### config.mk
export PLATFORM = sky130hd
export DESIGN_NAME = mb_scheduler_flat
export DESIGN_NICKNAME = d
export VERILOG_FILES = /design/src/rtl/mb_scheduler_pkg.sv /design/src/rtl/mb_scheduler_if.sv /design/src/rtl/mb_scheduler_addr_counter.sv /design/src/rtl/mb_scheduler.sv /design/src/flat_wrapper.sv
export SDC_FILE = /design/constraint.sdc
export NUM_CORES = 1
export LEC_CHECK = 0
export ABC_CLOCK_PERIOD_IN_PS = 2310
export BUFFER_PORTS_ARGS = -buffer_cell sky130_fd_sc_hd__buf_2
export CAP_MARGIN = 20
export CORE_ASPECT_RATIO = 2
export CORE_UTILIZATION = 45
export DETAILED_ROUTE_END_ITERATION = 12
export HOLD_SLACK_MARGIN = 0.15
export PLACE_DENSITY = 0.67
export SYNTH_ARGS = -nofsm -noshare
export SYNTH_HDL_FRONTEND = slang
export SYNTH_SLANG_ARGS = --single-unit
export TNS_END_PERCENT = 50
### constraint.sdc
create_clock -name clk -period 2.31 [get_ports clk]
set_input_delay 0 -clock clk [delete_from_list [all_inputs] [get_ports clk]]
set_output_delay 0 -clock clk [all_outputs]
set_load 0.01 [all_outputs]
### src/rtl/mb_scheduler_pkg.sv
// Shared types and geometry helpers for the intra-prediction block path.
// Used by the scheduler, the extractor and the predictor.
package intra_pkg;

   typedef enum logic [2:0] {
      IDLE,
      FETCH,
      WAIT,
      PRESENT,
      DONE
   } state_t;

   localparam int MBNUM_W = 13;

   function automatic int ncol(input int width);
      return width / 4;
   endfunction

   function automatic int nrow(input int length);
      return length / 4;
   endfunction

   function automatic int cnt_w(input int n);
      return (n > 1) ? $clog2(n) : 1;
   endfunction

   function automatic bit is_pow2(input int n);
      return (n > 0) && ((n & (n - 1)) == 0);
   endfunction

endpackage

### src/rtl/mb_scheduler_if.sv
// Block bus between the scheduler and the extractor/predictor pair.
// The scheduler is the master; the predictor returns blk_ready.
interface mb_scheduler_if;
   import intra_pkg::*;

   logic               ext_enable;
   logic [MBNUM_W-1:0] mbnumber;
   logic               blk_valid;
   logic               blk_ready;
   logic               top_avail;
   logic               left_avail;

   modport master (
      output ext_enable,
      output mbnumber,
      output blk_valid,
      output top_avail,
      output left_avail,
      input  blk_ready
   );

   modport slave (
      input  ext_enable,
      input  mbnumber,
      input  blk_valid,
      input  top_avail,
      input  left_avail,
      output blk_ready
   );

endinterface

### src/rtl/mb_scheduler_addr_counter.sv
// Raster row/col counter over the 4x4 block grid.
// Produces the block index, neighbour flags and the last-block flag.
module mb_addr_counter
   import intra_pkg::*;
#(
   parameter int LENGTH = 256,
   parameter int WIDTH  = 256
) (
   input  logic               clk,
   input  logic               reset,
   input  logic               clear,
   input  logic               advance,
   output logic [MBNUM_W-1:0] mbnumber,
   output logic               top_avail,
   output logic               left_avail,
   output logic               last
);

   localparam int NCOL = ncol(WIDTH);
   localparam int NROW = nrow(LENGTH);
   localparam int CW   = cnt_w(NCOL);
   localparam int RW   = cnt_w(NROW);

   localparam logic [CW-1:0] COL_MAX = CW'(NCOL - 1);
   localparam logic [RW-1:0] ROW_MAX = RW'(NROW - 1);

   logic [CW-1:0] col, col_n;
   logic [RW-1:0] row, row_n;

   always_comb begin
      row_n = row;
      col_n = col;
      if (clear) begin
         row_n = '0;
         col_n = '0;
      end else if (advance) begin
         if (col == COL_MAX) begin
            col_n = '0;
            row_n = row + RW'(1);
         end else begin
            col_n = col + CW'(1);
         end
      end
   end

   // Flags are registered from the next position so they track row/col.
   always_ff @(posedge clk or negedge reset) begin
      if (!reset) begin
         row        <= '0;
         col        <= '0;
         top_avail  <= 1'b0;
         left_avail <= 1'b0;
      end else begin
         row        <= row_n;
         col        <= col_n;
         top_avail  <= (row_n != '0);
         left_avail <= (col_n != '0);
      end
   end

   assign last = (row == ROW_MAX) && (col == COL_MAX);

   if (is_pow2(NCOL)) begin : g_shift
      assign mbnumber = (MBNUM_W'(row) << $clog2(NCOL)) | MBNUM_W'(col);
   end else begin : g_mul
      assign mbnumber = MBNUM_W'(row) * MBNUM_W'(NCOL) + MBNUM_W'(col);
   end

endmodule

### src/rtl/mb_scheduler.sv
// Frame sequencer: fetch pulse, latency wait, then valid/ready hand-off
// of each 4x4 block to the predictor in raster order.
module mb_scheduler
   import intra_pkg::*;
#(
   parameter int LENGTH    = 256,
   parameter int WIDTH     = 256,
   parameter int FETCH_LAT = 2
) (
   input  logic          clk,
   input  logic          reset,
   input  logic          start,
   input  logic          abort,
   mb_scheduler_if.master bus,
   output logic          busy,
   output logic          frame_done
);

   localparam int LW = $clog2(FETCH_LAT + 1);
   localparam logic [LW-1:0] LAT_LAST = LW'(FETCH_LAT - 1);

   state_t        state, state_n;
   logic [LW-1:0] lat_cnt;
   logic          clear;
   logic          advance;
   logic          last;

   mb_addr_counter #(
      .LENGTH (LENGTH),
      .WIDTH  (WIDTH)
   ) u_addr (
      .clk        (clk),
      .reset      (reset),
      .clear      (clear),
      .advance    (advance),
      .mbnumber   (bus.mbnumber),
      .top_avail  (bus.top_avail),
      .left_avail (bus.left_avail),
      .last       (last)
   );

   always_comb begin
      state_n = state;
      clear   = 1'b0;
      advance = 1'b0;
      unique case (state)
         IDLE: begin
            if (start && !abort) begin
               state_n = FETCH;
               clear   = 1'b1;
            end
         end
         FETCH: state_n = WAIT;
         WAIT: begin
            if (lat_cnt == LAT_LAST) state_n = PRESENT;
         end
         PRESENT: begin
            if (bus.blk_ready) begin
               if (last) begin
                  state_n = DONE;
               end else begin
                  state_n = FETCH;
                  advance = 1'b1;
               end
            end
         end
         DONE: begin
            state_n = IDLE;
            clear   = 1'b1;
         end
         default: state_n = IDLE;
      endcase
      // Abort overrides everything, including a same-cycle handshake.
      if (abort && state != IDLE) begin
         state_n = IDLE;
         clear   = 1'b1;
         advance = 1'b0;
      end
   end

   always_ff @(posedge clk or negedge reset) begin
      if (!reset) begin
         state          <= IDLE;
         bus.ext_enable <= 1'b0;
         bus.blk_valid  <= 1'b0;
         busy           <= 1'b0;
         frame_done     <= 1'b0;
      end else begin
         state          <= state_n;
         bus.ext_enable <= (state_n == FETCH);
         bus.blk_valid  <= (state_n == PRESENT);
         busy           <= (state_n != IDLE);
         frame_done     <= (state_n == DONE);
      end
   end

   always_ff @(posedge clk or negedge reset) begin
      if (!reset) begin
         lat_cnt <= '0;
      end else if (state == WAIT) begin
         lat_cnt <= lat_cnt + LW'(1);
      end else begin
         lat_cnt <= '0;
      end
   end

endmodule

### src/flat_wrapper.sv
// flat-port wrapper written by rule: the top's interface ports become plain ports
module mb_scheduler_flat import intra_pkg::*;
#(
   parameter int LENGTH    = 256,
   parameter int WIDTH     = 256,
   parameter int FETCH_LAT = 2
)
  (clk, reset, start, abort, busy, frame_done, bus_ext_enable, bus_mbnumber, bus_blk_valid, bus_top_avail, bus_left_avail, bus_blk_ready);
  mb_scheduler_if bus_i ();
  input  logic clk;
  input  logic reset;
  input  logic start;
  input  logic abort;
  output logic busy;
  output logic frame_done;
  output wire logic [$bits(bus_i.ext_enable)-1:0] bus_ext_enable;
  output wire logic [$bits(bus_i.mbnumber)-1:0] bus_mbnumber;
  output wire logic [$bits(bus_i.blk_valid)-1:0] bus_blk_valid;
  output wire logic [$bits(bus_i.top_avail)-1:0] bus_top_avail;
  output wire logic [$bits(bus_i.left_avail)-1:0] bus_left_avail;
  input wire logic [$bits(bus_i.blk_ready)-1:0] bus_blk_ready;
  assign bus_ext_enable = bus_i.ext_enable;
  assign bus_mbnumber = bus_i.mbnumber;
  assign bus_blk_valid = bus_i.blk_valid;
  assign bus_top_avail = bus_i.top_avail;
  assign bus_left_avail = bus_i.left_avail;
  assign bus_i.blk_ready = bus_blk_ready;
  mb_scheduler #(.LENGTH(LENGTH), .WIDTH(WIDTH), .FETCH_LAT(FETCH_LAT)) u_core (.clk(clk), .reset(reset), .start(start), .abort(abort), .bus(bus_i), .busy(busy), .frame_done(frame_done));
endmodule
-- After elaboration in Yosys (flattened, before gate mapping)
Cells that the tools add are included.
- add/sub/neg operators: 3
- multiply operators: 0
- div/mod/pow operators: 0
- order comparisons: 0
- equal/unequal tests: 10
- shifts and indexed selects: 0
- muxes and demuxes: 20
- bitwise logic cells: 1
- reduce and logical (&&, ||, !) cells: 9
- operators by type and width (kind ; count):
    $mux W6 ; 6
    $mux W3 ; 5
    $add A6 B1 Y6 const B ; 2
    $eq A6 B6 Y1 const B ; 2
    $or A12 B6 Y12 ; 1
    $pmux W3 S4 ; 1
    $reduce_bool A6 Y1 ; 2
    $eq A3 B2 Y1 const B ; 3
    $eq A3 B1 Y1 const B ; 2
    $eq A3 B3 Y1 const B ; 2
    $mux W1 ; 6
    $reduce_bool A3 Y1 ; 2
    $logic_and A1 B1 Y1 ; 3
    $logic_not A3 Y1 ; 1
    $add A2 B1 Y2 const B ; 1
    $eq A2 B1 Y1 const B ; 1
    $mux W2 ; 1
    $pmux W1 S2 ; 1
    $logic_not A1 Y1 ; 1
- register bits: 23
- bits in latches: 0
- bits in writable memories: 0
- bits in read-only memories: 0
- input bits: 5
- output and inout bits: 19
- word-level logic and storage cells: 53
- memories kept: 0

-- Depth between registers and ports, before layout
Gate-level depths: netlist of the first run.
- depth in word-level cells: 9
- depth in mapped cells: 7
- mapped depth without buffers: 6

-- Cells and area by module
A second synthesis of the first run with hierarchy kept.
- cell total of the unflattened synthesis: 123
- area total of the unflattened synthesis: 1203.7 sq um
- by module, submodules not included (module ; instances ; cells each ; area each (sq um) ; sequential area each (sq um)):
    mb_addr_counter ; 1 ; 84 ; 772.0 ; 350.3
    mb_scheduler ; 1 ; 39 ; 431.7 ; 225.2

-- Worst setup path after synthesis of the first run
Ideal clock, no wire load.
- kind: register -> register
- from: register u_core.u_addr.col[0]
- to: register u_core.u_addr.top_avail
- library setup time: 138 ps
- data arrival time: 2002 ps
- data required time: 2172 ps
- path slack: 169 ps
- stages on the path, launching flop included: 8
- buffers on the path: 1
- path through: dfrtp_1 ha_1 and4_4 nand4_4 buf_6 o311ai_4 o41ai_1 or4b_1
- cells in the longest elaborated chain, start to end: 9
- elaborated cells on any way between the ends: 10
- those cells by class: eq/ne (1); mux (7); reduce/logical (2)
- RTL lines (what ; RTL line ; RTL):
    start: declaration ; mb_scheduler_addr_counter.sv:27 ; logic [CW-1:0] col, col_n;
    start signal: assignment ; mb_scheduler_addr_counter.sv:55 ; col <= col_n;
    $eq A6 B6 Y1 * ; mb_scheduler_addr_counter.sv:37, mb_scheduler_addr_counter.sv:61 ;
    $logic_and A1 B1 Y1 ; mb_scheduler_addr_counter.sv:61 ; assign last = (row == ROW_MAX) && (col == COL_MAX);
    $mux W1 ; mb_scheduler.sv:59 ; if (last) begin
    $mux W1 ; mb_scheduler.sv:58 ; if (bus.blk_ready) begin
    $mux W1 ; mb_scheduler.sv:46 ; unique case (state)
    $mux W1 ; mb_scheduler.sv:74 ; if (abort && state != IDLE) begin
    $mux W6 * ; mb_scheduler_addr_counter.sv:36 ; end else if (advance) begin
    $mux W6 * ; mb_scheduler_addr_counter.sv:33 ; if (clear) begin
    named net u_core.u_addr.row_n[2] ; mb_scheduler_addr_counter.sv:28 ; logic [RW-1:0] row, row_n;
    $reduce_bool A6 Y1 * ; mb_scheduler_addr_counter.sv:56 ; top_avail <= (row_n != '0);
    end signal: assignment ; mb_scheduler_addr_counter.sv:56 ;
    end: declaration ; mb_scheduler_addr_counter.sv:14 ; output logic top_avail,
The timed path passes the listed nets; every way through them passes the cells marked *.

-- Worst setup path in the final report of the first run
Same ends and word-level chain as after synthesis.

==> results of run 1 <==
-- cell type report --
type,instances,area [µm²]
clock buffers,4,45.04
fillers,234,1082
inverters,6,22.52
multi-input cells,86,636.9
flip-flops and latches,23,575.6
well taps,28,35.03
repair buffers,34,205.2
-- power by group through the flow --
stage	registers [mW]	clock network, mW	logic [mW]
floorplan	0.485	0	0.133
global placement	0.478	0	0.223
detailed placement	0.481	0	0.229
CTS	0.472	0.248	0.233
global route	0.479	0.265	0.252
finish	0.473	0.242	0.231
-- worst max path at each step --
stage | startpoint | end | slack [ps] | cells after the start
6_report | u_core.u_addr.col[0] | u_core.u_addr.top_avail | 130 | 6
5_1_grt | u_core.u_addr.col[0] | u_core.u_addr.top_avail | 40 | 6
4_1_cts | u_core.u_addr.row[0] | u_core.u_addr.top_avail | 80 | 6
3_5_place_dp | u_core.u_addr.row[0] | u_core.u_addr.top_avail | 90 | 6
3_3_place_gp | u_core.u_addr.row[0] | u_core.u_addr.top_avail | 150 | 6
2_1_floorplan | u_core.u_addr.col[0] | u_core.u_addr.top_avail | 170 | 7
-- stage by stage --
step                      hold WS (ps)  utilization (%)
after floorplan                 -295.6                -
after global placement          0.2328            54.66
after detailed placement         4.543            54.66
after CTS                        163.5            57.16
after global routing             176.4            58.41
final                            164.5            58.41
-- routing by layer --
layer	vias up	part of all wire, %	track usage [%]
met3	6	2.3	1.734
met5	-	0	0
li1	522	-	-
met2	24	56	37.38
met4	0	2.3	10.34
met1	524	40	22.46
-- what timing repair did --
action | 4_1_cts | 5_1_grt
hold endpoints to repair | 24 | 0
hold buffers | 2 | 0
buffers inserted | 0 | 4
gates resized for setup | 0 | 1
endpoints found under the setup margin | 0 | 1
-- registers in the layout, summed over array words and instances (netlist names) --
| name | flops |
|---|---|
| u_core.u_addr.left_avail | 1 |
| u_core.u_addr.top_avail | 1 |
| u_core.lat_cnt | 2 |
| u_core.frame_done | 1 |
| u_core.busy | 1 |
| u_core.bus.ext_enable | 1 |
| u_core.u_addr.row | 6 |
| u_core.bus.blk_valid | 1 |
| u_core.state | 3 |
| u_core.u_addr.col | 6 |
-- cells by family (layout without fill, tap and decap cells) --
family,count (synthesis),after routing,share of synthesized area (%)
compound gates,40,40,25.13
xor+xnor,1,1,0.6953
fa+ha+maj,3,3,2.979
buf+inv,10,44,3.972
flops,23,23,45.68
mux,1,1,0.7945
other cells,1,1,0.2976
simple gates,40,40,20.46
-- cells in the final DEF, fill, tap and decap left out, types with 3 or more instances in the layout --
cell type	synthesis	routed
a21oi_1	6	6
buf_2	1	22
buf_4	1	10
clkbuf_8	0	3
dfrtp_1	23	23
ha_1	3	3
inv_1	6	6
nand2_1	5	5
nand3_1	3	3
nor2_1	9	8
nor2b_1	4	4
o211ai_1	4	4
o21ai_0	7	7
o311ai_1	3	3
o41a_1	4	4
-- Yosys cell counts, drive strengths merged --
| cell | count |
|---|---|
| dfrtp | 23 |
| nor2 | 10 |
| o21ai | 9 |
| a21oi | 6 |
| inv | 6 |
| nand2 | 5 |
| buf | 4 |
| nand3 | 4 |
| nor2b | 4 |
| o211ai | 4 |
| o311ai | 4 |
| o41a | 4 |
| ha | 3 |
| o41ai | 3 |
| a22oi | 2 |
| and2 | 2 |
| and3 | 2 |
| nand4 | 2 |
| nor3 | 2 |
| o31ai | 2 |
| or2 | 2 |
| or3 | 2 |
| a2111o | 1 |
| a311oi | 1 |
| a31oi | 1 |
| and4 | 1 |
| conb | 1 |
| mux2i | 1 |
| nand2b | 1 |
| nor3b | 1 |
| nor4 | 1 |
| o21a | 1 |
| o21bai | 1 |
| o31a | 1 |
| or4b | 1 |
| xnor2 | 1 |
-- worst register-to-register path, delay by kind of cell (launching register included) --
family          cells  cell delay (ps)
compound gates      2              470
simple gates        3             1000
fa+ha+maj           1              230
flops               1              350
==> impl_summary.log, run 1 <==
[metrics] Routed WL: 2861 µm
[metrics] H-tree lvl count: 1
[metrics] initial antenna violation count: 0
[metrics] number of search-and-repair iterations in the first detailed-routing pass: 4
[metrics] post-detailed-placement cell area: 1423 µm²
[metrics] number of warnings issued by yosys: 0
[metrics] number of buffers on the longest clock path: 2
[metrics] cell area after synthesis: 1260 µm²
[metrics] DIE WIDTH: 39.42 µm
[metrics] worst r2r dst: u_core.u_addr.top_avail
[metrics] part of the power in the clock network: 25.5%
[metrics] insertion delay of the later-clocked pin in the worst-skew pair: 260 ps
[metrics] outcome: completed
[metrics] setup violators final: 0
[metrics] Worst setup EP type: flip-flop
[metrics] initial detailed-routing violation count: 60
[metrics] Die Y-Extent: 76.83 µm
[metrics] number of unique standard cell types used by synthesis: 47
[metrics] Yosys reg bits: 23
[metrics] hold-critical path endpoint: u_core.state[0]
[metrics] setup repair after global routing missed its margin: no
[metrics] cells traversed along the worst timing path: ha_1 -> and4_4 -> nand4_4 -> o311ai_1 -> o41ai_1 -> or4b_1
[metrics] element type at the critical path start: flip-flop
[metrics] switching power of the nets: 0.2838 mW
[metrics] final antenna-violating net count: 0
[metrics] Fin. Hold Viols: 0
[metrics] area leader, netlist: dfrtp_1
[metrics] Gate power share: 24.4%
[metrics] initial core utilization: 48.41%
[metrics] worst-path fanout max: 10
[metrics] # nets final: 162
[metrics] Max stage delay on crit path: 520 ps
[metrics] cells after synthesis: 119
[metrics] share of synthesized area occupied by flip-flops and latches: 45.68%
[metrics] mean area per synthesized cell: 10.59 µm²
[metrics] total placed cells including tap cells: 171
[metrics] proportion of layout cells with a drive suffix above 1: 29.41%
[metrics] CTS tree: done
[metrics] dominant delay contributor by cell family on the critical path: simple AND/OR/NAND/NOR gates
[metrics] aggregate global routing overflow: 0
[metrics] R2R Path Start: u_core.u_addr.col[0]
[metrics] Top-Level Pins: 24
[metrics] Hold Path Origin: bus_blk_ready
[metrics] portion of the clock cycle consumed by the worst path in the final layout: 94.18%
[metrics] # clock sinks: 23
[metrics] Static Leak: 0.6961 nW
[metrics] Worst Path Arrival: 2310 ps
[metrics] vias in the first global route: 1013
[metrics] Vias: 1076
[metrics] post-route setup TNS: 0 ps
[metrics] wire length of the first global-routing pass: 4526 µm
[metrics] Finished Cell Area: 1520 µm²
[metrics] number of nets produced by synthesis: 127
[metrics] clock buffers created by TritonCTS: 3
[metrics] gr usage total: 21.04%
[metrics] switching fraction of total power: 30.01%
[metrics] total power: 0.9456 mW
[metrics] power density cells: 622.0 nW/µm²
[metrics] max-slew violation total from the final report: 0
[metrics] clock root buffer master: clkbuf_8
[metrics] Vias/cell: 5.945
[metrics] worst hold path stage count: 3
[metrics] number of antenna repair diodes: 0
[metrics] detailed-placement wirelength estimate: 2155 µm
[metrics] DIE AREA: 3028 µm²
[metrics] worst-case reg-to-reg path depth: 6
[metrics] largest cells by area after synthesis: dfrtp_1, o41a_1, ha_1
[metrics] Layout Area Growth over Synthesis: 20.66%
[metrics] Placement Rows: 26
[metrics] Flop pwr share: 50.0%
[metrics] core outline area: 2603 µm²
[metrics] count of maximum capacitance violations: 0
[metrics] number of design rule violations left after detail routing: 0
[metrics] cell internal power dissipation: 0.6618 mW
[metrics] worst slack at placement: 88.73 ps
[metrics] final worst path period need: 2176 ps
[metrics] Wirelength per Cell: 15.81 µm
[metrics] flop2flop setup slack: 130 ps
[metrics] Max Fclk: 459.6 MHz
[metrics] worst hold-check path type: input pin to flip-flop
[metrics] final setup skew: 2.574 ps
[metrics] global placer's final weighted congestion: 0.8404
[metrics] worst-path cell with the longest stage delay: or4b_1
[metrics] pin count of the biggest net entering global routing: 24
[metrics] buffers and inverters on the worst path: 0
[metrics] class of the most critical setup path: flip-flop to flip-flop
[metrics] clock-pin slew on the worst setup and hold paths: 80 ps
[metrics] peak supply drop: 383.9 µV
[metrics] data required time at the worst endpoint: 2440 ps
[metrics] proportion of netlist area held by the largest area contributor: 45.68%
[metrics] transition time of the tightest slew-check pin: 499.6 ps
[metrics] Slew HR: 66.26%
[metrics] Port Buf Inserts: 22
[metrics] PnR worst setup slack: 134.4 ps
[metrics] post-route insts no fill: 181
Power figures use the tool's default switching activity.
==> inputs of run 2 (changes only) <==
--- a/config.mk
+++ b/config.mk
@@ -5,14 +5,14 @@
 export SDC_FILE = /design/constraint.sdc
 export NUM_CORES = 1
 export LEC_CHECK = 0
-export ABC_CLOCK_PERIOD_IN_PS = 2310
+export ABC_CLOCK_PERIOD_IN_PS = 2700
 export BUFFER_PORTS_ARGS = -buffer_cell sky130_fd_sc_hd__buf_2
 export CAP_MARGIN = 20
 export CORE_ASPECT_RATIO = 2
 export CORE_UTILIZATION = 45
 export DETAILED_ROUTE_END_ITERATION = 12
 export HOLD_SLACK_MARGIN = 0.15
-export PLACE_DENSITY = 0.67
+export PLACE_DENSITY_LB_ADDON = 0.12
 export SYNTH_ARGS = -nofsm -noshare
 export SYNTH_HDL_FRONTEND = slang
 export SYNTH_SLANG_ARGS = --single-unit
==> constraint.sdc (replaced) <==
create_clock -name clk -period 2.7 [get_ports clk]
set_input_delay 0 -clock clk [delete_from_list [all_inputs] [get_ports clk]]
set_output_delay 0 -clock clk [all_outputs]
set_load 0.01 [all_outputs]
==> run 2 against run 1 <==
Against the previous run: register-to-register slack improved by 170 ps; via count fell by 2.9%; worst hold slack improved by 71 ps; maximum frequency decreased by 9.1%; critical endpoint is now u_core.state[0]; setup slack improved by 170 ps; largest cell class unchanged; largest power group unchanged; critical path type unchanged; utilization is 2.5 points lower; clock power decreased by 10%; cell count decreased by 5.0%.
==> impl_summary.log, run 2 (same netlist as run 1, synthesis figures left out) <==
[metrics] top library cells by usage in the layout, fill and taps aside: dfrtp_1, buf_2, nor2_1
[metrics] Vias: 1045 (-2.9%)
[metrics] cells traversed along the worst timing path: ha_1 -> nand3_2 -> nor4_4 -> a31oi_1 -> o21a_1 -> dlygate4sd3_1
[metrics] total power: 0.8001 mW (-15%)
[metrics] gr usage total: 20.62% (-0.42 points)
[metrics] Static Leak: 0.6533 nW (-6.1%)
[metrics] global placer's final weighted congestion: 0.8385 (-0.23%)
[metrics] CTS tree: done
[metrics] vias in the first global route: 989 (-2.4%)
[metrics] Slew HR: 35.29% (-31 points)
[metrics] most common library cell in the layout ignoring fill and taps: dfrtp_1
[metrics] max-slew violation total from the final report: 0 (unchanged)
[metrics] class of the most critical setup path: flip-flop to flip-flop
[metrics] setup violators final: 0 (unchanged)
[metrics] Placement Rows: 26 (unchanged)
[metrics] detailed-placement wirelength estimate: 2041 µm (-5.3%)
[metrics] clock root buffer master: clkbuf_8
[metrics] initial core utilization: 48.41% (unchanged)
[metrics] peak supply drop: 454.3 µV (+18%)
[metrics] number of buffers on the longest clock path: 2 (unchanged)
[metrics] final antenna-violating net count: 0 (unchanged)
[metrics] Layout Area Growth over Synthesis: 15.59%
[metrics] aggregate global routing overflow: 0 (unchanged)
[metrics] transition time of the tightest slew-check pin: 960.1 ps (+460.5 ps)
[metrics] count of maximum capacitance violations: 0 (unchanged)
[metrics] DIE AREA: 3028 µm² (unchanged)
[metrics] Top-Level Pins: 24 (unchanged)
[metrics] PnR worst setup slack: 307.7 ps (+173.3 ps)
[metrics] DIE WIDTH: 39.42 µm (unchanged)
[metrics] portion of the clock cycle consumed by the worst path in the final layout: 88.60% (-5.6 points)
[metrics] Worst setup EP type: flip-flop
[metrics] Fin. Hold Viols: 0 (unchanged)
[metrics] wire length of the first global-routing pass: 4478 µm (-1.1%)
[metrics] clock-pin slew on the worst setup and hold paths: 80 ps (about the same)
[metrics] number of antenna repair diodes: 0 (unchanged)
[metrics] proportion of layout cells with a drive suffix above 1: 24.31% (-5.1 points)
[metrics] outcome: completed
[metrics] Max Fclk: 418.0 MHz (-9.1%)
[metrics] total placed cells including tap cells: 165 (-3.5%)
[metrics] worst-path cell with the longest stage delay: dlygate4sd3_1
[metrics] Port Buf Inserts: 22 (unchanged)
[metrics] leading registers by flop count: u_core.u_addr.col (6), u_core.u_addr.row (6), u_core.state (3)
[metrics] insertion delay of the later-clocked pin in the worst-skew pair: 260 ps (about the same)
[metrics] Wirelength per Cell: 16.17 µm (+2.3%)
[metrics] number of post-CTS setup repair buffers: 0 (unchanged)
[metrics] Routed WL: 2782 µm (-2.8%)
[metrics] Die Y-Extent: 76.83 µm (unchanged)
[metrics] clock buffers created by TritonCTS: 3 (unchanged)
[metrics] # clock sinks: 23 (unchanged)
[metrics] setup repair after global routing missed its margin: no
[metrics] initial antenna violation count: 0 (unchanged)
[metrics] worst-path fanout max: 8 (-2)
[metrics] worst hold-check path type: input pin to asynchronous set/reset pin
[metrics] element type at the critical path start: flip-flop
[metrics] buffers and inverters on the worst path: 1 (+1)
[metrics] initial detailed-routing violation count: 20 (-67%)
[metrics] core outline area: 2603 µm² (unchanged)
[metrics] power density cells: 549.4 nW/µm² (-12%)
[metrics] pin count of the biggest net entering global routing: 24 (unchanged)
[metrics] flop2flop setup slack: 310 ps (+170 ps)
[metrics] Max stage delay on crit path: 570 ps (+50 ps)
[metrics] post-detailed-placement cell area: 1378 µm² (-3.2%)
[metrics] H-tree lvl count: 1 (unchanged)
[metrics] final setup skew: 1.669 ps (-0.9047 ps)
[metrics] Finished Cell Area: 1456 µm² (-4.2%)
[metrics] Vias/cell: 6.076 (+2.2%)
[metrics] final worst path period need: 2392 ps (+216.7 ps)
[metrics] Worst Path Arrival: 2540 ps (+230 ps)
[metrics] post-route insts no fill: 172 (-5.0%)
[metrics] number of gates resized after cts: 0 (unchanged)
[metrics] # nets final: 153 (-5.6%)
[metrics] number of search-and-repair iterations in the first detailed-routing pass: 4 (unchanged)
[metrics] post-route setup TNS: 0 ps (unchanged)
[metrics] worst slack at placement: 400.6 ps (+311.9 ps)
[metrics] data required time at the worst endpoint: 2850 ps (+410 ps)
[metrics] number of design rule violations left after detail routing: 0 (unchanged)
[metrics] dominant delay contributor by cell family on the critical path: simple AND/OR/NAND/NOR gates
[run 2: changes by cell type in the layout (fill, tap and decap cells not counted)]
cell           previous run  this run
dlygate4sd3_1             2         3
clkbuf_1                  1         0
nor2_1                    8         9
clkinvlp_4                0         1
buf_4                    10         0
nor2_2                    2         1
[run 2: final timing paths]
kind	startpoint	end	cells past startpoint
setup reg to reg	u_core.u_addr.row[0]	u_core.state[0]	6
max in group asynchronous	reset	u_core.u_addr.col[2]	2
min in group clk	bus_blk_ready	u_core.bus.blk_valid	4
setup / recovery	u_core.u_addr.row[0]	u_core.state[0]	6
hold / removal	reset	u_core.bus.ext_enable	2
hold reg to reg	u_core.lat_cnt[0]	u_core.lat_cnt[0]	1
[run 2: stage by stage]
stage               util (%)  hold slack, ps
floorplan                  -          -295.6
global placement       52.93          -3.854
detailed placement     52.93           10.97
CTS                    55.96           231.7
global route           55.96           258.6
finish                 55.96           235.8
[run 2: layer usage]
metal  wire [µm]  up-vias  track usage (%)  part of all wire, %
met3          98        4            2.890                  3.5
met1        1193      499            26.78                   43
met5           0        -                0                    0
met2        1444       36            32.13                   52
met4          46        0            9.655                  1.7
li1            -      506                -                    -
[run 2: worst register-to-register path, cell delays in order, from the launching register on]
cell	delay [ps]
dfrtp_1	450
ha_1	230
nand3_2	210
nor4_4	440
a31oi_1	140
o21a_1	240
dlygate4sd3_1	570
[run 2: timing repair]
item,in CTS,in global routing
hold endpoints to repair,24,0
setup endpoints to repair,0,0
hold buffers,3,0
[run 2: report_power, final]
part	switching [mW]	internal (mW)	total, mW
Combinational	0.0937	0.0743	0.168
Sequential	0.0417	0.373	0.415
Clock	0.113	0.104	0.217
Total	0.248	0.552	0.800
[run 2: area by class of cell]
cell class                 instances  area, µm²
clock inverter                     1      7.507
timing repair buffer              25      140.1
sequential                        23      575.6
clock buffer                       3      41.29
fill                             243       1146
inverter                           6      22.52
tap                               28      35.03
multi-input combinational         86      634.4
